File: src/rtl/ts_ctrl.sv
// rtl/ts_ctrl.sv - TurboSound bus decode, chip-select command capture and AY clock divider
module ts_ctrl #(
  parameter int NUM_CHIPS = 2,
  parameter int CLK_DIV   = 2
) (
  input  logic                 clk350,
  input  logic                 reset,
  input  logic                 a1,
  input  logic                 a14,
  input  logic                 a15,
  input  logic                 m1,
  input  logic                 iorq,
  input  logic                 wr,
  input  logic [7:0]           d,
  output logic                 bc1,
  output logic                 bdir,
  output logic [NUM_CHIPS-1:0] cs_n,
  output logic                 clk_ay,
  output logic [1:0]           sel
);

  // Chip 0 is selected out of reset.
  localparam logic [NUM_CHIPS-1:0] CS_RST   = ~NUM_CHIPS'(1);
  localparam logic [4:0]           DIV_LAST = 5'(CLK_DIV - 1);
  localparam logic [4:0]           DIV_HALF = 5'(CLK_DIV / 2);

  logic                 ssg;
  logic                 bc1_raw;
  logic                 bdir_raw;
  logic                 addr_wr;
  logic                 cmd_byte;
  logic                 cmd_hit;
  logic                 capture;
  logic [1:0]           idx;
  logic                 idx_ok;
  logic [NUM_CHIPS-1:0] cs_d;
  logic [4:0]           cnt_d;

  logic                 cmd_hit_q;
  logic                 run_q;
  logic [4:0]           cnt_q;
  logic                 clk_ay_q;
  logic [NUM_CHIPS-1:0] cs_n_q;
  logic [1:0]           sel_q;

  // Raw port decode and command-byte detection.
  always_comb begin
    ssg      = a15 & ~a1 & ~iorq;
    bc1_raw  = ssg & a14 & m1;
    bdir_raw = ssg & ~wr;
    addr_wr  = bc1_raw & bdir_raw;
    cmd_byte = (d[7:3] == 5'b11111);
    cmd_hit  = addr_wr & cmd_byte;
    capture  = cmd_hit & ~cmd_hit_q;
    idx      = ~d[1:0];
    idx_ok   = ({1'b0, idx} < 3'(NUM_CHIPS));
  end

  // Command bytes never reach the chips; everything else passes straight through.
  always_comb begin
    bc1  = bc1_raw & ~cmd_hit;
    bdir = bdir_raw & ~cmd_hit;
  end

  // One-hot active-low select for the commanded chip.
  always_comb begin
    cs_d = '1;
    for (int i = 0; i < NUM_CHIPS; i++) begin
      cs_d[i] = (idx != 2'(i));
    end
  end

  // Divider next count, wrapping at CLK_DIV-1.
  always_comb begin
    cnt_d = (cnt_q == DIV_LAST) ? 5'd0 : cnt_q + 5'd1;
  end

  // Edge-detected command capture; out-of-range chip indices are ignored entirely.
  always_ff @(posedge clk350 or negedge reset) begin
    if (!reset) begin
      cmd_hit_q <= 1'b0;
      cs_n_q    <= CS_RST;
      sel_q     <= 2'd0;
      run_q     <= 1'b1;
    end else begin
      cmd_hit_q <= cmd_hit;
      if (capture && idx_ok) begin
        cs_n_q <= cs_d;
        sel_q  <= idx;
        run_q  <= d[2];
      end
    end
  end

  // AY clock divider; halting parks the count at 0 so a restart begins a fresh low half.
  always_ff @(posedge clk350 or negedge reset) begin
    if (!reset) begin
      cnt_q    <= 5'd0;
      clk_ay_q <= 1'b0;
    end else if (run_q) begin
      cnt_q    <= cnt_d;
      clk_ay_q <= (cnt_d >= DIV_HALF);
    end else begin
      cnt_q    <= 5'd0;
      clk_ay_q <= 1'b0;
    end
  end

  assign cs_n   = cs_n_q;
  assign sel    = sel_q;
  assign clk_ay = clk_ay_q;

endmodule

File: config.mk
export PLATFORM = sky130hd
export DESIGN_NAME = ts_ctrl
export DESIGN_NICKNAME = d
export VERILOG_FILES = /design/src/rtl/ts_ctrl.sv
export SDC_FILE = /design/constraint.sdc
export NUM_CORES = 1
export LEC_CHECK = 0
export BUFFER_PORTS_ARGS = -buffer_cell sky130_fd_sc_hd__buf_2
export CAP_MARGIN = 20
export CORE_MARGIN = 2
export CORE_UTILIZATION = 44
export CTS_BUF_LIST = sky130_fd_sc_hd__clkbuf_8
export DETAILED_ROUTE_END_ITERATION = 10
export HOLD_SLACK_MARGIN = 0.02
export PLACE_DENSITY = 0.78
export SKIP_CTS_REPAIR_TIMING = 1
export SLEW_MARGIN = 20
export SYNTH_ARGS = -nofsm -noshare
export SYNTH_HDL_FRONTEND = slang
export SYNTH_SLANG_ARGS = --single-unit
File: constraint.sdc
create_clock -name clk350 -period 1.6 [get_ports clk350]
set_clock_uncertainty 0.2 [all_clocks]
set_input_delay 0.16 -clock clk350 [delete_from_list [all_inputs] [get_ports clk350]]
set_output_delay 0.16 -clock clk350 [all_outputs]
set_load 0.05 [all_outputs]
==> impl_results.md, run 1 <==
* Status: finished, final reports clean
* Number of I/O pins at 23
* ANT nets after route at 0
* Starting Density at 46.2%
* Area Growth Syn to Fin at 54.5%
* Slew Limit Fails at 0
* Syn_nets at 71
* Synth Area in Adders at 4.27%
* Mapped Area at 586 sq um
* Clk buf depth at 2
* Final hold vios at 0
* Synth Area in Simple Gates at about a quarter
* First-pass GRT wire length at 2070 microns
* Setup crit start kind: input port
* Die Height at 40.5 microns
* Register area share after synthesis at between 50 and 60%
* Synth Warn # at 0
* Fin crit period at 1.58 ns
* Most common flop cell mapped by yosys: dfrtp_1
* Max Freq at ~0.63 GHz
* Max-Cap Viols at 0
* Top-count cell post-synth: dfrtp_1
* Setup Slack @ Placement at -0.113 ns
* Fraction of synthesized cell area in xor and xnor cells at under 10%
* Core Footprint at 1270 sq um
* Vias at 514
* Initial drt markers at 2
* Tot GR Track Use at about 20%
* CTS H-tree depth at 1
* Clock transition at the registers of the reported paths at 0.05 ns
* Die W at 40.5 microns
* Post-Layout Cell Count at between 100 and 150
* Setup slack after layout at about 0.023 ns
* Clk_lat worst skew at around 0.24 ns
* Critical Path RT at 1.24 ns
* Clk sinks at 12
* Total CTS buffers at 3
* Top post-synthesis cells by area: dfrtp_1 43%, dfstp_2 9.0%, nor2_1 4.5%
* Pre-Repair DR Iteration Count at 4
* Final WL at 1350 microns
* Worst min-delay path class: input port to flop
* CTS tree: done
* Slew @ Worst Pin at 0.317 ns
* Compound-Gate Fraction of Synth Area at ~3.0%
* Antenna diode instance count at 0
* Drt drc at 0
* Synth top area share at 42.7%
* Synthesized area per cell at 11.0 sq um
* Synth area leader: dfrtp_1
* Post-placement cell area at 790 sq um
* Vias in the first global route at 482
* Final Instance Area at 905 sq um
* Count of flip-flops with a built-in enable after synthesis at 0
* Final setup violation count at 0
* Crit path capture type: output pin
* Average wire per standard cell at 13.0 microns
* Worst vdd ir at approximately 560 uV
* Fin Setup TNS at 0 ns
* Proportion of synthesized area in mux cells at 7.26%
* WS Path Type: input port to output pin
* Post-synth ARST share at 100%
* Maximum number of pins on one net before global-route repair at 13
* Synth cell types at 21
* Arrival time worst endpoint at between 1 and 1.5 ns
* Fraction of layout cells with a size suffix above 1 at about 52%
* RePlAce Congestion at 0.667
* Clock Tree Root: clkbuf_8
* Row count at 13
* Part of the cycle the worst path needs at 98.6%
* Commonest cells post-synth: 10 x dfrtp_1, 7 x nor2_1, 5 x inv_1, 4 x nor3_1
* Port Buffers at 22
* Total grt overflow at 0
* Headroom to the max-slew limit at 78.6%
* Post-synthesis sequential element count at 12
* P_leak at 0.433 nW
* P per Cell Area at 708 nW/um^2
* Via density per instance at 4.94
* Die area at 1640 sq um
* Antenna violations before repair at 0
* Hpwl dp at 945 microns
* Largest family of logic cells by synthesized area: simple AND/OR/NAND/NOR gates
* CP max FO at 2
* Worst hold margin at 0.0968 ns
* Post-synthesis cell count at 53
* Placed Cells incl. Taps at 97
* Final nets at 108
[layout make-up]
type                            instances  area [sq um]
Clock buffer                            3          41.3
Clock inverter                          1          3.75
Fill cell                              87           364
Inverter                                5          18.8
Multi-Input combinational cell         36           313
Sequential cell                        12           303
Tap cell                               15          18.8
Timing Repair Buffer                   32           206
[per-layer routing]
layer  track usage, %  wire, microns  vias to the layer above
met3             3.89             51                        2
li1                 -              -                      255
met2             35.7            791                       14
met5                0              0                        -
met4             12.5              7                        0
met1             22.4            502                      243
[registers in the layout (all words and copies together) (netlist names)]
| signal | flops |
|---|---|
| cmd_hit_q | 1 |
| sel | 2 |
| cnt_q | 5 |
| cs_n | 2 |
| run_q | 1 |
| clk_ay | 1 |
[where the power goes]
group	internal (W)	switching, W	total [W]
Sequential	0.000306	0.000000728	0.000306
Clock	0.000168	0.000104	0.000272
Combinational	0.0000305	0.0000314	0.0000619
[cells in the final DEF (no fill, tap or decap), drive strengths merged]
| cell type | instances |
|---|---|
| buf | 29 |
| dfrtp | 10 |
| nor2 | 7 |
| inv | 6 |
| nor3 | 4 |
| nand2 | 3 |
| clkbuf | 3 |
| dlygate4sd3 | 3 |
| nand3 | 3 |
| xor2 | 3 |
| mux2i | 2 |
| mux2 | 2 |
| dfstp | 2 |
| nor4 | 2 |
| ha | 2 |
| o41ai | 1 |
| xnor2 | 1 |
| or4b | 1 |
| nand4 | 1 |
| nand4b | 1 |
| o32ai | 1 |
| nand2b | 1 |
| and2b | 1 |
[per-stage QoR]
step	power, W	util [%]
finish	0.000641	71.3
CTS	0.000644	65.8
global placement	0.000363	62.2
floorplan	0.000329	-
detailed placement	0.000365	62.2
global route	0.000667	71.3
[cell families after synthesis]
family	after synthesis
muxes	4
buffers and inverters	5
AOI/OAI and AO/OA	2
xor gates and xnor gates	4
DFF	12
adders and majority gates	2
and+or+nand+nor	24
[final timing paths]
check	from	end	slack, ns	cells past startpoint
worst max-delay path	wr	bdir	0.02	5
worst min-delay path	a14	cmd_hit_q	0.1	3
worst max register to register	cmd_hit_q	cs_n[1]	0.06	4
worst min register to register	sel[1]	sel[1]	0.30	1
max in group asynchronous	reset	cs_n[1]	0.80	2
min in group asynchronous	reset	cmd_hit_q	0.13	2
[worst max-delay path, cell delays in order]
cell    delay [ns]
buf_2         0.10
or4b_4        0.56
buf_6         0.15
nor2_4        0.09
buf_8         0.15
Note: power is estimated with default switching activity, not from simulation.
==> inputs of run 2 (changes only) <==
--- a/config.mk
+++ b/config.mk
@@ -7,11 +7,11 @@
 export LEC_CHECK = 0
 export BUFFER_PORTS_ARGS = -buffer_cell sky130_fd_sc_hd__buf_2
 export CAP_MARGIN = 20
-export CORE_MARGIN = 2
+export CORE_MARGIN = 8
 export CORE_UTILIZATION = 44
 export CTS_BUF_LIST = sky130_fd_sc_hd__clkbuf_8
 export DETAILED_ROUTE_END_ITERATION = 10
-export HOLD_SLACK_MARGIN = 0.02
+export HOLD_SLACK_MARGIN = 0.05
 export PLACE_DENSITY = 0.78
 export SKIP_CTS_REPAIR_TIMING = 1
 export SLEW_MARGIN = 20
==> impl_results.md, run 2 (synthesis results as in run 1) <==
* Max Freq at 0.635 GHz
* ANT nets after route at 0
* Most common cell after layout, fill and taps aside: buf_2
* Clock Tree Root: clkbuf_8
* Vias in the first global route at 603
* Max reg flops at 5
* Core Footprint at between 1000 and 1500 sq um
* Antenna violations before repair at 0
* Clk sinks at 12
* Most frequent cells in the layout: 21 x buf_2, 10 x dfrtp_1, 6 x inv_1, 6 x nor2_1, 6 x buf_4
* Total grt overflow at 0
* Die area at 2750 sq um
* Status: finished, final reports clean
* Setup slack after layout at between 0.02 and 0.03 ns
* Via density per instance at 4.92
* RePlAce Congestion at 0.706
* Max-Cap Viols at 0
* Slew Limit Fails at 0
* Slew @ Worst Pin at between 0.2 and 0.3 ns
* Port Buffers at 22
* Hpwl dp at 1090 microns
* Initial drt markers at 3
* CTS H-tree depth at 1
* CP max FO at 2
* Worst hold margin at 0.0903 ns
* P_leak at around 0.43 nW
* P per Cell Area at 722 nW/um^2
* Maximum number of pins on one net before global-route repair at 13
* Post-Layout Cell Count at 104
* Setup Slack @ Placement at -0.126 ns
* WS Path Type: input port to output pin
* Headroom to the max-slew limit at 80.6%
* Biggest register: cnt_q
* Total CTS buffers at 3
* First-pass GRT wire length at 2400 microns
* Fraction of layout cells with a size suffix above 1 at 48.3%
* Die W at 52.5 microns
* Area Growth Syn to Fin at 54.1%
* Arrival time worst endpoint at 1.21 ns
* Crit path capture type: output pin
* Setup repair after global routing missed its margin: yes
* Starting Density at 46.2%
* Die Height at 52.5 microns
* Setup crit start kind: input port
* Worst vdd ir at approximately 400 uV
* Vias at around 500
* Worst min-delay path class: input port to flop
* Pre-Repair DR Iteration Count at 4
* Number of I/O pins at 23
* Fin Setup TNS at 0 ns
* Tot GR Track Use at 11.6%
* Final WL at 1450 microns
* Average wire per standard cell at 13.9 microns
* Clk_lat worst skew at about 0.24 ns
* Placed Cells incl. Taps at 96
* Fin crit period at 1.57 ns
* Final nets at roughly 110
* Drt drc at 0
* Post-Route Utilization at 71.1%
* Row count at 13
* Clock transition at the registers of the reported paths at ~0.050 ns
* Critical Path RT at 1.24 ns
* Part of the cycle the worst path needs at a little over nine tenths
* CTS tree: done
* Clk buf depth at 2
* Final setup violation count at 0
* Antenna diode instance count at 0
* Final hold vios at 0
## run 2: cell counts in the layout (fill, tap and decap cells not counted)
No cell type changed its count.
## run 2: metal layers
layer  track usage, %  share of wire, %  up-vias
met2             20.4                53       14
met1             12.0                41      240
met5                0                 0        -
met4             5.17               1.4        0
met3             3.98               4.6        2
li1                 -                 -      256
## run 2: area by class of cell
| class | instances | area [sq um] |
|---|---|---|
| multi-input cells | 36 | 310 |
| repair buffers | 32 | 206 |
| inverters | 5 | 18.8 |
| flip-flops and latches | 12 | 303 |
| well taps | 15 | 18.8 |
| clock inverters | 1 | 3.75 |
| clock buffers | 3 | 41.3 |
| fillers | 95 | 367 |
## run 2: metrics by stage
| stage | power (W) | instance area (sq um) |
|---|---|---|
| after floorplan | 0.000329 | 608 |
| after global placement | 0.000364 | 782 |
| after detailed placement | 0.000366 | 782 |
| after CTS | 0.000643 | 827 |
| after global routing | 0.000681 | 902 |
| final | 0.000651 | 902 |
## run 2: power breakdown
group | internal [W] | switching, W
clock | 0.000169 | 0.000111
combinational | 0.0000326 | 0.0000321
sequential | 0.000306 | 0.000000952
## run 2: final timing paths
path | start | endpoint | slack [ns] | cells past startpoint
worst max-delay path | a1 | bdir | 0.03 | 5
worst min-delay path | a14 | cmd_hit_q | 0.09 | 3
worst max register to register | cmd_hit_q | run_q | 0.08 | 4
worst min register to register | sel[1] | sel[1] | 0.30 | 1
max in group asynchronous | reset | cs_n[1] | 0.81 | 2
min in group asynchronous | reset | sel[0] | 0.12 | 2
## run 2: critical path, stage by stage
cell	delay, ns
buf_2	0.10
or4b_4	0.56
buf_6	0.14
nor2_4	0.10
buf_8	0.15
==> inputs of run 3 (changes only) <==
==> config.mk (replaced) <==
export PLATFORM = sky130hd
export DESIGN_NAME = ts_ctrl
export DESIGN_NICKNAME = d
export VERILOG_FILES = /design/src/rtl/ts_ctrl.sv
export SDC_FILE = /design/constraint.sdc
export NUM_CORES = 1
export LEC_CHECK = 0
export ABC_CLOCK_PERIOD_IN_PS = 1600
export CAP_MARGIN = 20
export CORE_AREA = 8 8 45 47
export CTS_BUF_LIST = sky130_fd_sc_hd__clkbuf_8
export DETAILED_ROUTE_END_ITERATION = 10
export DIE_AREA = 0 0 53 55
export DONT_BUFFER_PORTS = 1
export HOLD_SLACK_MARGIN = 0.05
export PLACE_DENSITY = 0.63
export RECOVER_POWER = 25
export SKIP_CTS_REPAIR_TIMING = 1
export SLEW_MARGIN = 20
export SYNTH_ARGS = -nofsm -noshare
export SYNTH_HDL_FRONTEND = slang
export SYNTH_SLANG_ARGS = --single-unit
==> impl_results.md, run 3 (synthesis results as in run 1) <==
* Final setup violation count at 0
* Vias at 438
* Post-placement cell area at just under 700 sq um
* Initial drt markers at 8
* Worst vdd ir at 523 uV
* Hpwl dp at between 900 and 1000 microns
* Headroom to the max-slew limit at a little under two thirds
* Final nets at 88
* Area Growth Syn to Fin at 38.2%
* Max Freq at 0.647 GHz
* Part of the cycle the worst path needs at a little over nine tenths
* Port Buffers at 0
* Row count at 14
* Critical Path RT at between 1.5 and 2 ns
* Starting Density at 42.3%
* Pre-Repair DR Iteration Count at 3
* Final hold vios at 0
* ANT nets after route at 0
* Clock Tree Root: clkbuf_8
* Biggest register: cnt_q
* Final Instance Area at 810 sq um
* Antenna violations before repair at 0
* Worst path slowest cell: dfrtp_1
* Most common cell after layout, fill and taps aside: dfrtp_1
* Slowest cell delay on critical path at 0.36 ns
* Post-Route Utilization at 58.5%
* Pwr Total at 0.000669 W
* Clock transition at the registers of the reported paths at 0.05 ns
* Via density per instance at 5.15
* Area of the multi-input gates at 298 sq um
* Slew @ Worst Pin at 0.543 ns
* Antenna diode instance count at 0
* Setup crit start kind: flop
* Drt drc at 0
* WS Path Type: flop to flop
* Register area at 303 sq um
* Vias in the first global route at about 450
* Total CTS buffers at 3
* Fraction of layout cells with a size suffix above 1 at 30.4%
* Slew Limit Fails at 0
* Bufs and invs on worst path at 1
* Clk sinks at 12
* Tot GR Track Use at 9.22%
* Die W at 53 microns
* Die area at 2920 sq um
* Fillers at 115
* Max-Cap Viols at 0
* Arrival time worst endpoint at ~1.5 ns
* Worst min-delay path class: input port to flop
* Die Height at 55 microns
* Most frequent cells in the layout: 10 x dfrtp_1, 6 x nor2_1, 6 x buf_4
* Total grt overflow at 0
* Critical-path cell list: nand2b_1 -> nor4_4 -> buf_4 -> mux2_4
* Maximum number of pins on one net before global-route repair at 13
* Fin crit period at between 1.5 and 2 ns
* CTS tree: done
* Setup Slack @ Placement at -0.00131 ns
* Average wire per standard cell at around 15 microns
* CTS H-tree depth at 1
* Worst hold margin at 0.0299 ns
* Setup slack after layout at around 0.055 ns
* Status: finished, final reports clean
* Number of I/O pins at 23
* First-pass GRT wire length at 1930 microns
* Max reg flops at 5
* Clk_lat worst skew at 0.24 ns
* CP max FO at 5
* P_leak at roughly 0.35 nW
* Clk buf depth at 2
* CP top delay family: simple AND/OR/NAND/NOR gates
* P per Cell Area at slightly above 800 nW/um^2
* Final WL at approximately 1300 microns
* Crit path capture type: flop
* Core Footprint at 1380 sq um
* RePlAce Congestion at 0.712
## run 3: cell count changes in the layout (fill, tap and decap cells not counted)
cell	change
inv_1	-1
buf_2	-21
nor2_4	-1
buf_8	-1
nand2b_1	+1
nor2_2	+1
buf_12	+1
nand2b_4	-1
dlygate4sd3_1	+2
clkbuf_8	+1
buf_6	-1
## run 3: worst min-delay path: stages
cell,delay [ns]
or4b_4,0.12
buf_4,0.11
nor3_1,0.04
## run 3: worst paths after layout
path                       startpoint         to  slack [ns]  depth (start not counted)
setup / recovery            cmd_hit_q    cs_n[1]        0.06                          4
hold / removal                     wr  cmd_hit_q        0.03                          3
setup reg to reg            cmd_hit_q    cs_n[1]        0.06                          4
hold reg to reg              cnt_q[0]   cnt_q[0]        0.32                          1
max in group asynchronous       reset    cs_n[1]        0.69                          1
min in group asynchronous       reset   cnt_q[2]        0.15                          1
## run 3: cell type report
class	instances	area share, %
clock buffer	4	6.80
inverter	5	2.32
multi-input combinational	36	36.8
sequential	12	37.4
tap	16	2.47
timing repair buffer	12	14.2
## run 3: per-layer routing
metal | vias to the layer above | wire (microns) | track usage, %
li1 | 216 | - | -
met1 | 209 | 508 | 9.39
met2 | 11 | 696 | 14.6
met3 | 2 | 41 | 3.74
met4 | 0 | 13 | 7.76
met5 | - | 0 | 0
## run 3: power by group
part	switching [W]	internal, W	total (W)
logic	0.0000189	0.0000167	0.0000356
clock network	0.000106	0.000217	0.000323
registers	0.00000406	0.000306	0.000310
## run 3: metrics by stage
step,TNS [ns],cells
final,0,85
after global routing,-0.0303,85
after CTS,0,79
after detailed placement,-0.00210,75
after global placement,-0.0109,75
after floorplan,-0.0572,53
